**src/rtl/tile_sequencer.sv**
```systemverilog
// Issues buffered host instructions one at a time to a computation tile and returns each tile result.
// Issue 1 cycle after push; result LAT cycles after issue; in_ready low when FIFO full, result held until res_ready.

module seq_fifo #(
    parameter int WIDTH = 8,
    parameter int DEPTH = 4
) (
    input  logic                    clock,
    input  logic                    clear_b,
    input  logic                    wr_vld,
    output logic                    wr_rdy,
    input  logic [WIDTH-1:0]        wr_dat,
    output logic                    rd_vld,
    input  logic                    rd_rdy,
    output logic [WIDTH-1:0]        rd_dat,
    output logic [$clog2(DEPTH):0]  count
);
    localparam int AW = $clog2(DEPTH);

    logic [WIDTH-1:0] mem [DEPTH];
    logic [AW-1:0]    wr_ptr;
    logic [AW-1:0]    rd_ptr;
    logic             push;
    logic             pop;

    assign wr_rdy = count < (AW+1)'(DEPTH);
    assign rd_vld = count != '0;
    assign rd_dat = mem[rd_ptr];
    assign push   = wr_vld && wr_rdy;
    assign pop    = rd_vld && rd_rdy;

    always_ff @(posedge clock) begin
        if (push) begin
            mem[wr_ptr] <= wr_dat;
        end
    end

    // DEPTH is a power of two, so the pointers wrap naturally.
    always_ff @(posedge clock or negedge clear_b) begin
        if (!clear_b) begin
            wr_ptr <= '0;
            rd_ptr <= '0;
            count  <= '0;
        end else begin
            if (push) wr_ptr <= wr_ptr + AW'(1);
            if (pop)  rd_ptr <= rd_ptr + AW'(1);
            case ({push, pop})
                2'b10:   count <= count + (AW+1)'(1);
                2'b01:   count <= count - (AW+1)'(1);
                default: count <= count;
            endcase
        end
    end
endmodule

module tile_sequencer #(
    parameter int DEPTH      = 4,
    parameter int LAT_SINGLE = 1,
    parameter int LAT_MULTI  = 6
) (
    input  logic                    clock,
    input  logic                    clear_b,
    input  logic                    in_valid,
    output logic                    in_ready,
    input  logic [3:0]              in_opcode,
    input  logic [15:0]             in_a,
    input  logic [15:0]             in_b,
    output logic [3:0]              tile_opcode,
    output logic [15:0]             tile_in0,
    output logic [15:0]             tile_in1,
    input  logic [15:0]             tile_out,
    output logic                    res_valid,
    input  logic                    res_ready,
    output logic [15:0]             res_data,
    output logic [3:0]              res_opcode,
    output logic                    busy,
    output logic [$clog2(DEPTH):0]  fifo_count
);
    localparam int LAT_MAX = (LAT_MULTI > LAT_SINGLE) ? LAT_MULTI : LAT_SINGLE;
    localparam int CW      = $clog2(LAT_MAX + 1);

    localparam logic [3:0] OP_NOP   = 4'h0;
    localparam logic [3:0] OP_MULTI = 4'h3;

    typedef struct packed {
        logic [3:0]  opcode;
        logic [15:0] a;
        logic [15:0] b;
    } instr_t;

    typedef enum logic [1:0] {IDLE, EXEC, RESP} state_t;

    instr_t   in_dat;
    instr_t   head;
    logic     head_vld;
    logic     head_pop;

    state_t   state_q, state_d;
    logic [CW-1:0] cnt_q, cnt_d;
    logic [3:0]  tile_opcode_d;
    logic [15:0] tile_in0_d, tile_in1_d;
    logic        res_valid_d;
    logic [15:0] res_data_d;
    logic [3:0]  res_opcode_d;

    assign in_dat = {in_opcode, in_a, in_b};

    seq_fifo #(
        .WIDTH ($bits(instr_t)),
        .DEPTH (DEPTH)
    ) u_fifo (
        .clock   (clock),
        .clear_b (clear_b),
        .wr_vld  (in_valid),
        .wr_rdy  (in_ready),
        .wr_dat  (in_dat),
        .rd_vld  (head_vld),
        .rd_rdy  (head_pop),
        .rd_dat  (head),
        .count   (fifo_count)
    );

    assign busy = (state_q != IDLE) || (fifo_count != '0);

    always_comb begin
        state_d       = state_q;
        cnt_d         = cnt_q;
        tile_opcode_d = tile_opcode;
        tile_in0_d    = tile_in0;
        tile_in1_d    = tile_in1;
        res_valid_d   = res_valid;
        res_data_d    = res_data;
        res_opcode_d  = res_opcode;
        head_pop      = 1'b0;
        case (state_q)
            IDLE: begin
                // NOPs are popped and dropped here without ever reaching the tile.
                if (head_vld) begin
                    head_pop = 1'b1;
                    if (head.opcode != OP_NOP) begin
                        tile_opcode_d = head.opcode;
                        tile_in0_d    = head.a;
                        tile_in1_d    = head.b;
                        cnt_d         = (head.opcode == OP_MULTI) ? CW'(LAT_MULTI) : CW'(LAT_SINGLE);
                        state_d       = EXEC;
                    end
                end
            end
            EXEC: begin
                cnt_d = cnt_q - CW'(1);
                if (cnt_q == CW'(1)) begin
                    res_data_d    = tile_out;
                    res_opcode_d  = tile_opcode;
                    res_valid_d   = 1'b1;
                    tile_opcode_d = OP_NOP;
                    state_d       = RESP;
                end
            end
            RESP: begin
                if (res_ready) begin
                    res_valid_d = 1'b0;
                    state_d     = IDLE;
                end
            end
            default: state_d = IDLE;
        endcase
    end

    always_ff @(posedge clock or negedge clear_b) begin
        if (!clear_b) begin
            state_q     <= IDLE;
            cnt_q       <= '0;
            tile_opcode <= '0;
            tile_in0    <= '0;
            tile_in1    <= '0;
            res_valid   <= 1'b0;
            res_data    <= '0;
            res_opcode  <= '0;
        end else begin
            state_q     <= state_d;
            cnt_q       <= cnt_d;
            tile_opcode <= tile_opcode_d;
            tile_in0    <= tile_in0_d;
            tile_in1    <= tile_in1_d;
            res_valid   <= res_valid_d;
            res_data    <= res_data_d;
            res_opcode  <= res_opcode_d;
        end
    end
endmodule

```
**config.mk**
```make
export PLATFORM = sky130hd
export DESIGN_NAME = tile_sequencer
export DESIGN_NICKNAME = d
export VERILOG_FILES = /design/src/rtl/tile_sequencer.sv
export SDC_FILE = /design/constraint.sdc
export NUM_CORES = 1
export LEC_CHECK = 0
export ABC_CLOCK_PERIOD_IN_PS = 2200
export CAP_MARGIN = 20
export CELL_PAD_IN_SITES_DETAIL_PLACEMENT = 1
export CELL_PAD_IN_SITES_GLOBAL_PLACEMENT = 1
export CORE_AREA = 2 2 143 145
export DETAILED_ROUTE_END_ITERATION = 8
export DIE_AREA = 0 0 145 147
export GPL_TIMING_DRIVEN = 0
export PLACE_DENSITY = 0.78
export SYNTH_ARGS = -nofsm -noshare
export SYNTH_HDL_FRONTEND = slang
export SYNTH_SLANG_ARGS = --single-unit
```
**constraint.sdc**
```tcl
create_clock -name clock -period 2.2 [get_ports clock]
set_input_delay 0.33 -clock clock [delete_from_list [all_inputs] [get_ports clock]]
set_output_delay 0.33 -clock clock [all_outputs]
set_load 0.005 [all_outputs]
```
Yosys cells after proc, flatten, opt, wreduce, memory -nomap -nowiden
Memories as Yosys holds them, arrays and structs flattened.
Cells that the tools add are included.
{"block": "totals", "ram_bits": 144, "regBits": 69, "output_inout_bits": 62, "latchBits": 0, "romBits": 0, "wordCells": 65, "n_memories": 1}
{"block": "classes", "magnitude_cmp": 1, "multipliers": 0, "shifts": 0, "addsub": 5, "n_mux": 21, "div_mod_pow": 0, "eq_ne": 10, "bitwise": 0, "n_reduce_logical": 16}
{"name": "u_fifo.mem", "depth": 4, "width": 36, "read_ports": 1, "rd_clocked_by_memory_dff": 0, "wr": 1, "line": "20", "rtl": "logic [WIDTH-1:0] mem [DEPTH];"}
{"cell": "$mux 4", "n": 3}
{"cell": "$pmux 3 s2", "n": 2}
{"cell": "$mux 3", "n": 3}
{"cell": "$reduce_and 3->1", "n": 3}
{"cell": "$mux 2", "n": 4}
{"cell": "$pmux 4 s2", "n": 1}
{"cell": "$reduce_and 4->1", "n": 2}
{"cell": "$reduce_bool 2->1", "n": 4}
{"cell": "$mux 1", "n": 6}
{"cell": "$ne 2x2->1 const B", "n": 3}
{"cell": "$pmux 2 s3", "n": 1}
{"cell": "$sub 3x1->3 const B", "n": 2}
{"cell": "$add 2x1->2 const B", "n": 2}
{"cell": "$eq 2x1->1 const B", "n": 2}
{"cell": "$eq 2x2->1 const B", "n": 2}
{"cell": "$eq 4x2->1 const B", "n": 1}
{"cell": "$reduce_bool 4->1", "n": 1}
{"cell": "$add 3x1->3 const B", "n": 1}
{"cell": "$eq 3x1->1 const B", "n": 1}
{"cell": "$lt 3x3->1 const B", "n": 1}
{"cell": "$reduce_bool 3->1", "n": 1}
{"cell": "$logic_and 1x1->1", "n": 2}
{"cell": "$logic_not 2->1", "n": 1}
{"cell": "$ne 2x1->1 const B", "n": 1}
{"cell": "3 further kinds", "n": 3}

Longest topological paths before layout
Gate-level depths: netlist of run 1.
{"block": "depth", "ltp_word": 6, "ltp_mapped": 9, "mapped_depth_nobuf": 8}

Modules after synthesis
From an unflattened synthesis of run 1, not the netlist that was laid out.
{"block": "unflattened", "hier_cells": 435, "hier_area_um2": 8126.5}
{"module": "seq_fifo", "area_each_um2": 5625.4, "n_inst": 1, "cells_per_inst": 227}
{"module": "tile_sequencer", "area_each_um2": 2501.1, "n_inst": 1, "cells_per_inst": 208}

Worst setup path before layout of run 1
No wires, ideal clock.
{"block": "synth_path", "path_type": "register -> register", "startpoint": "reg u_fifo.rd_ptr[0]", "endpoint": "reg tile_in0[0]", "stages_incl_launch_ff": 8, "path_slack_ns": -0.031, "setup_time_ns": 0.125, "path_buffers": 3, "arrival_ns": 2.106, "cell_sequence": "dfrtp_1 -> buf_6 -> mux4_2 -> nor4_4 -> nor2b_2 -> buf_6 -> buf_8 -> mux2_4"}
{"block": "synth_between", "elab_chain_len": 3}
{"item": "from (decl)", "line": "22", "rtl": "logic [AW-1:0] rd_ptr;"}
{"item": "from (signal assigned)", "line": "46", "rtl": "if (pop) rd_ptr <= rd_ptr + AW'(1);"}
{"item": "$mem_v2 4x36 (*)"}
{"item": "$reduce_bool 4->1", "line": "140", "rtl": "if (head.opcode != OP_NOP) begin"}
{"item": "$reduce_and 3->1 (no source line)"}
{"item": "to (signal assigned)", "line": "183", "rtl": "tile_in0 <= tile_in0_d;"}
{"item": "to (decl)", "line": "69", "rtl": "output logic [15:0] tile_in0,"}
Mark *: on every way between the ends. The rest lies on a longest branch, timed or not.
A chain may end at the register's enable or synchronous reset.

Final worst setup path of run 1
{"block": "layout_path", "startpoint": "reg u_fifo.rd_ptr[0]", "endpoint": "reg tile_in0[15]"}
The elaborated chain is that of the path after synthesis.

==> qor.csv, run 1 <==
stage;metric;value;unit
timing;period_share;0.9858;
critical_path;worst-r2r-setup-slack;0.03;ns
die;die_w;145;microns
yosys;yosys_register_bits;213;
die;ios;118;
power;vdd_ir_drop_max;0.0007156;V
power;power_density;1408;nW/um^2
clock_tree;clock_sinks;213;
die;core_area;19840;sq um
yosys;synth_flop_cell;edfxtp_1;
yosys;yosysWarnings;0;
grt;grt_use_total;0.1650;
critical_path;reg2reg_to;tile_in0[15];
timing;report.final.slew_viol_count;0;
finish;layout_commonest_cell;edfxtp_1;
clock_tree;cts_buffers;23;
clock_tree;clockBufferDepth;3;
grt;grt_max_degree;45;
timing;holdWs;0.3247;ns
grt;antenna_found_initial;0;
timing;max_slew_margin;0.5335;
critical_path;crit_path_start_kind;register;
grt;grt_pass1_vias;4881;
detailed_routing;drc;0;
run;maxCapViolations;0;
critical_path;ff2ff_path_depth;6;
yosys;async_flop_share;0.3239;
grt;grt_pass1_wl;27380;microns
finish;antenna_cells;0;
grt;grt-ovfl-total;0;
finish;nets;652;
die;die-height;147;microns
critical_path;arrival;2.55;ns
critical_path;path_class;register to register;
yosys;syn_nets;496;
timing;fin_skew;0.01027;ns
timing;max_freq;0.4611;GHz
critical_path;crit_fanout;10;
timing;setup-violations-final;0;
yosys;synth_edf_count;144;
timing;worst_pin_slew;0.6998;ns
yosys;syn_inst;432;
detailed_routing;vias_per_cell;4.897;
clock_tree;cts_tree;yes;
finish;drive_gt1_frac;0.2301;
finish;final_cell_mix;edfxtp_1, clkdlybuf4s50_1, dfrtp_1;
detailed_routing;first_pass_iters;4;
critical_path;required;2.58;ns
placed_design;dp_slack;-0.4263;ns
clock_tree;clkLatencyLatePin;0.50;ns
placed_design;dp.cells;824;
timing;finalHoldViolCount;0;
detailed_routing;drt_iter0_drc;221;
die;rows;52;
critical_path;r2r-start;u_fifo.rd_ptr[0];
timing;rsz0062_at_grt;true;
power;total_power;15.07;mW
yosys;ys_types;37;
clock_tree;htreeDepth;1;
outcome;status;finished clean;
finish;final_cell_count_no_fill;874;
timing;fin_ws;0.03118;ns
detailed_routing;wl_per_cell;19.68;microns
power;p_leak;3.999;nW
detailed_routing;wirelength;17200;microns
timing;min_period;2.169;ns
placed_design;dp_hpwl;11200;microns
placed_design;port_buffers;117;
yosys;ys_seq_area_frac;0.7370;
placed_design;globalplace.congestion;0.7239;
die;initial_core_util;0.4137;
detailed_routing;routed-via-count;4280;
critical_path;end_kind;register;
die;die-area;21320;sq um
worst_hold_path;worst_hold_path_type;input pin to asynchronous set/reset pin;
yosys;netlist_area;8210;sq um
clock_tree;cts-root-buf;clkbuf_16;
yosys;syn_area_per_cell;19.01;sq um
detailed_routing;antenna_left;0;
clock_tree;clk_pin_slew;0.06;ns
finish;areaGrowthSynthToFinish;30.37;%
==> power breakdown <==
| part | leakage [nW] | internal [mW] | switching [mW] |
|---|---|---|---|
| Clock | 0.346 | 2.10 | 1.47 |
| Combinational | 1.52 | 3.29 | 2.27 |
| Sequential | 2.14 | 5.36 | 0.584 |
| Total | 4.00 | 10.7 | 4.33 |
==> timing repair <==
action	4_1_cts	5_1_grt
resized for setup	15	5
endpoints found under the hold margin	25	0
endpoints found under the setup margin	41	47
pin swaps	2	3
setup buffers	8	3
hold buffers	1	0
==> logic make-up after synthesis <==
| family | count (synthesis) | synth area share |
|---|---|---|
| XOR/XNOR | 6 | 0.006400 |
| multiplexers | 73 | 0.1634 |
| adder cells (fa/ha/maj) | 8 | 0.01311 |
| flip-flops | 213 | 0.7370 |
| AO/OA/AOI/OAI | 15 | 0.01250 |
| buffers and inverters | 29 | 0.01920 |
| AND/OR/NAND/NOR | 88 | 0.04846 |
==> layout make-up <==
class | instances | area [sq um]
clock buffer | 37 | 678.2
multi-input combinational | 190 | 2053
clock inverter | 4 | 20.02
inverter | 11 | 41.29
fill | 1838 | 9140
sequential | 213 | 6052
buffer | 15 | 140.1
timing repair buffer | 134 | 1381
tap | 270 | 337.8
==> registers in the layout (all words and copies together) (netlist names) <==
| signal | cells |
|---|---|
| state_q | 2 |
| tile_in0 | 16 |
| u_fifo.rd_ptr | 2 |
| u_fifo.wr_ptr | 2 |
| tile_opcode | 4 |
| u_fifo.mem | 144 |
| res_opcode | 4 |
| tile_in1 | 16 |
| u_fifo.count | 3 |
| cnt_q | 3 |
| res_data | 16 |
| res_valid | 1 |
==> stage by stage <==
| stage | area (sq um) | TNS [ns] | utilization |
|---|---|---|---|
| global placement | 9719 | -289.85 | 0.4898 |
| detailed placement | 9829 | -28.04 | 0.4953 |
| floorplan | 8210 | -0.3348 | - |
| global route | 10700 | -0.9542 | 0.5394 |
| finish | 10700 | 0 | 0.5394 |
| CTS | 10640 | -0.1648 | 0.5364 |
==> synth_stat cells (2+ instances only) <==
| master | n | share of area |
|---|---|---|
| mux4_2 | 35 | 0.096 |
| nand2_1 | 64 | 0.029 |
| mux2_2 | 5 | 0.0069 |
| nand2b_1 | 2 | 0.0015 |
| buf_8 | 3 | 0.0055 |
| buf_1 | 4 | 0.0018 |
| dfrtp_1 | 69 | 0.21 |
| buf_6 | 2 | 0.0027 |
| inv_1 | 11 | 0.0050 |
| nor2b_1 | 3 | 0.0023 |
| o21ai_0 | 5 | 0.0030 |
| edfxtp_1 | 144 | 0.53 |
| and2_1 | 8 | 0.0061 |
| mux2i_1 | 2 | 0.0024 |
| clkbuf_1 | 9 | 0.0041 |
| nor3_1 | 2 | 0.0012 |
| ha_1 | 7 | 0.011 |
| mux2_4 | 30 | 0.055 |
| xor2_1 | 2 | 0.0021 |
| a31oi_1 | 2 | 0.0015 |
| xnor2_1 | 4 | 0.0043 |
| nor2_1 | 4 | 0.0018 |
==> critical path, cell delays in order (launching register included) <==
cell	delay, ns
dfrtp_1	0.39
buf_8	0.14
mux4_2	0.54
nor4_4	0.36
nor2b_4	0.13
buf_12	0.18
mux2_4	0.30
==> worst max-delay path by stage <==
stage | from | end | slack (ns) | cells past startpoint
final | u_fifo.rd_ptr[0] | tile_in0[15] | 0.03 | 6
after global routing | u_fifo.rd_ptr[0] | tile_in1[4] | -0.04 | 6
after CTS | u_fifo.rd_ptr[0] | tile_in0[15] | -0.02 | 6
after detailed placement | u_fifo.rd_ptr[1] | tile_in0[15] | -0.43 | 7
after global placement | clear_b | tile_in0[3] | -1.90 | 1
after floorplan | u_fifo.rd_ptr[0] | tile_in0[0] | -0.01 | 7
==> layer usage <==
| layer | GRT usage | wire length (microns) | vias to the layer above | part of all wire |
|---|---|---|---|---|
| met2 | 0.2883 | 8693 | 117 | 0.51 |
| li1 | - | - | 1938 | - |
| met1 | 0.2120 | 7221 | 2198 | 0.42 |
| met5 | 0 | 0 | - | 0 |
| met3 | 0.03758 | 964 | 27 | 0.056 |
| met4 | 0.03812 | 316 | 0 | 0.018 |
(Power assumes the default switching activity.)
==> run 2: changes to the inputs <==
--- a/config.mk
+++ b/config.mk
@@ -9,11 +9,11 @@
 export CAP_MARGIN = 20
 export CELL_PAD_IN_SITES_DETAIL_PLACEMENT = 1
 export CELL_PAD_IN_SITES_GLOBAL_PLACEMENT = 1
-export CORE_AREA = 2 2 143 145
+export CORE_AREA = 2 2 166 168
 export DETAILED_ROUTE_END_ITERATION = 8
-export DIE_AREA = 0 0 145 147
+export DIE_AREA = 0 0 168 170
 export GPL_TIMING_DRIVEN = 0
-export PLACE_DENSITY = 0.78
+export PLACE_DENSITY = 0.62
 export SYNTH_ARGS = -nofsm -noshare
 export SYNTH_HDL_FRONTEND = slang
 export SYNTH_SLANG_ARGS = --single-unit
==> run 2 against run 1 <==
  * The run now ends with negative setup slack left
  * Setup slack got worse by 0.073 ns
  * Via count fell by 0.86%
  * Clock-buffer cell count decreased by 11
  * Critical path depth did not move
  * Total power increased by 3.0%
  * Final area increased by 1.7%
  * Sequential power is essentially flat
  * Critical path type unchanged
  * Highest routed layer unchanged
==> qor.csv, run 2 (synthesized netlist as in run 1, its figures left out) <==
stage;metric;value;unit;change
power;vdd_ir_drop_max;0.0006371;V;was 0.0007156 V
grt;use_met3;0.03093;;was 0.03758
timing;worst_pin_slew;0.7408;ns;was 0.6998 ns
finish;nets;653;;was 652
critical_path;crit_top_cell;buf_12;;
timing;holdWs;0.3303;ns;was 0.3247 ns
finish;layout_commonest_cell;edfxtp_1;;unchanged
detailed_routing;drc;0;;unchanged
placed_design;dp_hpwl;11490;microns;was 11,200 microns
timing;max_slew_margin;0.5061;;was 0.5335
placed_design;placed_cell_area;9926;sq um;was 9829 sq um
grt;busiest_layer;met2;;unchanged
die;rows;60;;was 52
die;initial_core_util;0.3081;;was 0.4137
power;power_density;1427;nW/um^2;was 1408 nW/um^2
run;maxCapViolations;0;;unchanged
critical_path;crit_path_start_kind;register;;unchanged
detailed_routing;antenna_left;0;;unchanged
grt;antenna_found_initial;0;;unchanged
critical_path;cpLargestDelayFamily;multiplexers;;unchanged
grt;grt_use_total;0.1273;;was 0.1650
timing;finalHoldViolCount;0;;unchanged
critical_path;reg2reg_to;tile_in0[4];;was tile_in0[15]
finish;antenna_cells;0;;unchanged
grt;grtUsageMet2;0.2197;;was 0.2883
placed_design;globalplace.congestion;0.6957;;was 0.7239
critical_path;ff2ff_path_depth;6;;unchanged
outcome;status;finished, violations left;;was finished clean
timing;period_share;1.019;;was 0.9858
die;die-height;170;microns;was 147 microns
detailed_routing;drt_iter0_drc;250;;was 221
timing;fin_skew;0.01913;ns;was 0.01027 ns
detailed_routing;wirelength;17940;microns;was 17,200 microns
placed_design;port_buffers;117;;unchanged
timing;max_freq;0.4460;GHz;was 0.4611 GHz
finish;largest_reg_flops;144;;unchanged
grt;grt_pass1_vias;4885;;was 4,881
critical_path;end_kind;register;;unchanged
critical_path;critPathSlowestCell;mux4_2;;unchanged
critical_path;worst-r2r-setup-slack;-0.04;ns;was 0.03 ns
finish;final_cell_mix;edfxtp_1, clkdlybuf4s50_1, dfrtp_1;;unchanged
critical_path;path_class;register to register;;unchanged
grt;grt-ovfl-total;0;;unchanged
critical_path;crit_chain;buf_12 > mux4_2 > nor4_4 > nor2b_4 > buf_12 > mux2_4;;was buf_8 > mux4_2 > nor4_4 > nor2b_4 > buf_12 > mux2_4
detailed_routing;vias_per_cell;4.476;;was 4.897
timing;min_period;2.242;ns;was 2.169 ns
clock_tree;clkLatencyLatePin;0.51;ns;was 0.50 ns
clock_tree;clock_sinks;213;;unchanged
worst_hold_path;worst_hold_path_type;input pin to asynchronous set/reset pin;;unchanged
die;die-area;28560;sq um;was 21,320 sq um
clock_tree;htreeDepth;1;;unchanged
finish;regMostFlops;u_fifo.mem;;unchanged
clock_tree;cts_tree;yes;;unchanged
clock_tree;clockBufferDepth;3;;unchanged
grt;grt_max_degree;43;;was 45
timing;fin_ws;-0.04227;ns;was 0.03118 ns
outcome;violations;negative setup slack;;
timing;setup-violations-final;30;;was 0
die;ios;118;;unchanged
clock_tree;clk_pin_slew;0.06;ns;about the same
power;p_leak;4.035;nW;was 3.999 nW
die;die_w;168;microns;was 145 microns
finish;fin_area;10890;sq um;was 10,700 sq um
clock_tree;cts-root-buf;clkbuf_16;;unchanged
detailed_routing;wl_per_cell;18.92;microns;was 19.68 microns
critical_path;required;2.58;ns;about the same
finish;areaGrowthSynthToFinish;32.58;%;was 30.37%
critical_path;crit_buf_inv;2;;unchanged
timing;fin_tns_setup;-0.7722;ns;was 0 ns
finish;drive_gt1_frac;0.2356;;was 0.2301
critical_path;crit_fanout;10;;unchanged
timing;rsz0062_at_grt;true;;unchanged
detailed_routing;routed-via-count;4243;;was 4,280
grt;grtUsageMet1;0.1661;;was 0.2120
clock_tree;cts_buffers;25;;was 23
timing;report.final.slew_viol_count;0;;unchanged
critical_path;r2r-start;u_fifo.rd_ptr[0];;unchanged
grt;grt_pass1_wl;27990;microns;was 27,380 microns
die;core_area;26650;sq um;was 19,840 sq um
critical_path;arrival;2.62;ns;was 2.55 ns
critical_path;cp_slowest_stage_delay;0.55;ns;was 0.54 ns
detailed_routing;first_pass_iters;4;;unchanged
[run 2: cell count changes in the layout (fill, tap and decap cells not counted), sizes merged]
| cell | change |
|---|---|
| clkbuf | -11 |
| clkinv | +8 |
| clkinvlp | +4 |
| bufinv | +3 |
| clkdlybuf4s15 | -1 |
[run 2: final cells by class]
type                    count  area (sq um)
fillers                  2593         15770
flip-flops and latches    213          6052
multi-input cells         190          2054
repair buffers            134          1376
clock buffers              26         629.4
well taps                 341         426.7
clock inverters            19         171.4
plain buffers              14         133.9
inverters                  11         41.29
[run 2: worst max path at each step]
stage / startpoint / end / cells after the start / slack, ns
after floorplan: u_fifo.rd_ptr[0] / tile_in0[0] / 7 / -0.01
after global placement: clear_b / tile_in0[1] / 1 / -2.03
after detailed placement: u_fifo.rd_ptr[1] / tile_in0[4] / 7 / -0.48
after CTS: u_fifo.rd_ptr[0] / tile_in0[4] / 7 / -0.05
after global routing: u_fifo.rd_ptr[0] / tile_in1[13] / 6 / -0.12
final: u_fifo.rd_ptr[0] / tile_in0[4] / 6 / -0.04
[run 2: what timing repair did]
action	CTS	global route
resized for setup	15	8
hold buffers	1	0
buffers inserted	5	6
hold endpoints to repair	27	0
pin swaps	2	2
endpoints found under the setup margin	43	56
[run 2: layer usage]
metal,up-vias,share of wire
met5,-,0
met4,0,0.010
met3,17,0.052
met2,108,0.50
met1,2176,0.44
li1,1942,-
[run 2: power breakdown]
part           switching, mW  total [mW]  internal [mW]
Combinational           2.31        5.59           3.28
Sequential             0.588        5.94           5.36
Clock                   1.58        4.00           2.42
[run 2: worst register-to-register path, stage by stage, from the launching register on]
cell and delay, ns:
dfrtp_1 0.40, buf_12 0.14, mux4_2 0.56, nor4_4 0.38
nor2b_4 0.15, buf_12 0.18, mux2_4 0.31
[run 2: stage by stage]
stage	worst slack (ns)	cells	power [mW]	utilization
3_5_place_dp	-0.4787	895	11.46	0.3724
2_1_floorplan	-0.01116	432	9.077	-
6_report	-0.04227	948	15.53	0.4085
3_3_place_gp	-2.030	890	11.17	0.3680
5_1_grt	-0.1168	948	16.44	0.4085
4_1_cts	-0.04585	944	15.72	0.4064
==> run 3: changes to the inputs <==
--- a/config.mk
+++ b/config.mk
@@ -10,6 +10,7 @@
 export CELL_PAD_IN_SITES_DETAIL_PLACEMENT = 1
 export CELL_PAD_IN_SITES_GLOBAL_PLACEMENT = 1
 export CORE_AREA = 2 2 166 168
+export CTS_CLUSTER_SIZE = 30
 export DETAILED_ROUTE_END_ITERATION = 8
 export DIE_AREA = 0 0 168 170
 export GPL_TIMING_DRIVEN = 0
==> results of run 3 <==
No change in the layout: final DEF, timing and power equal those of run 2.
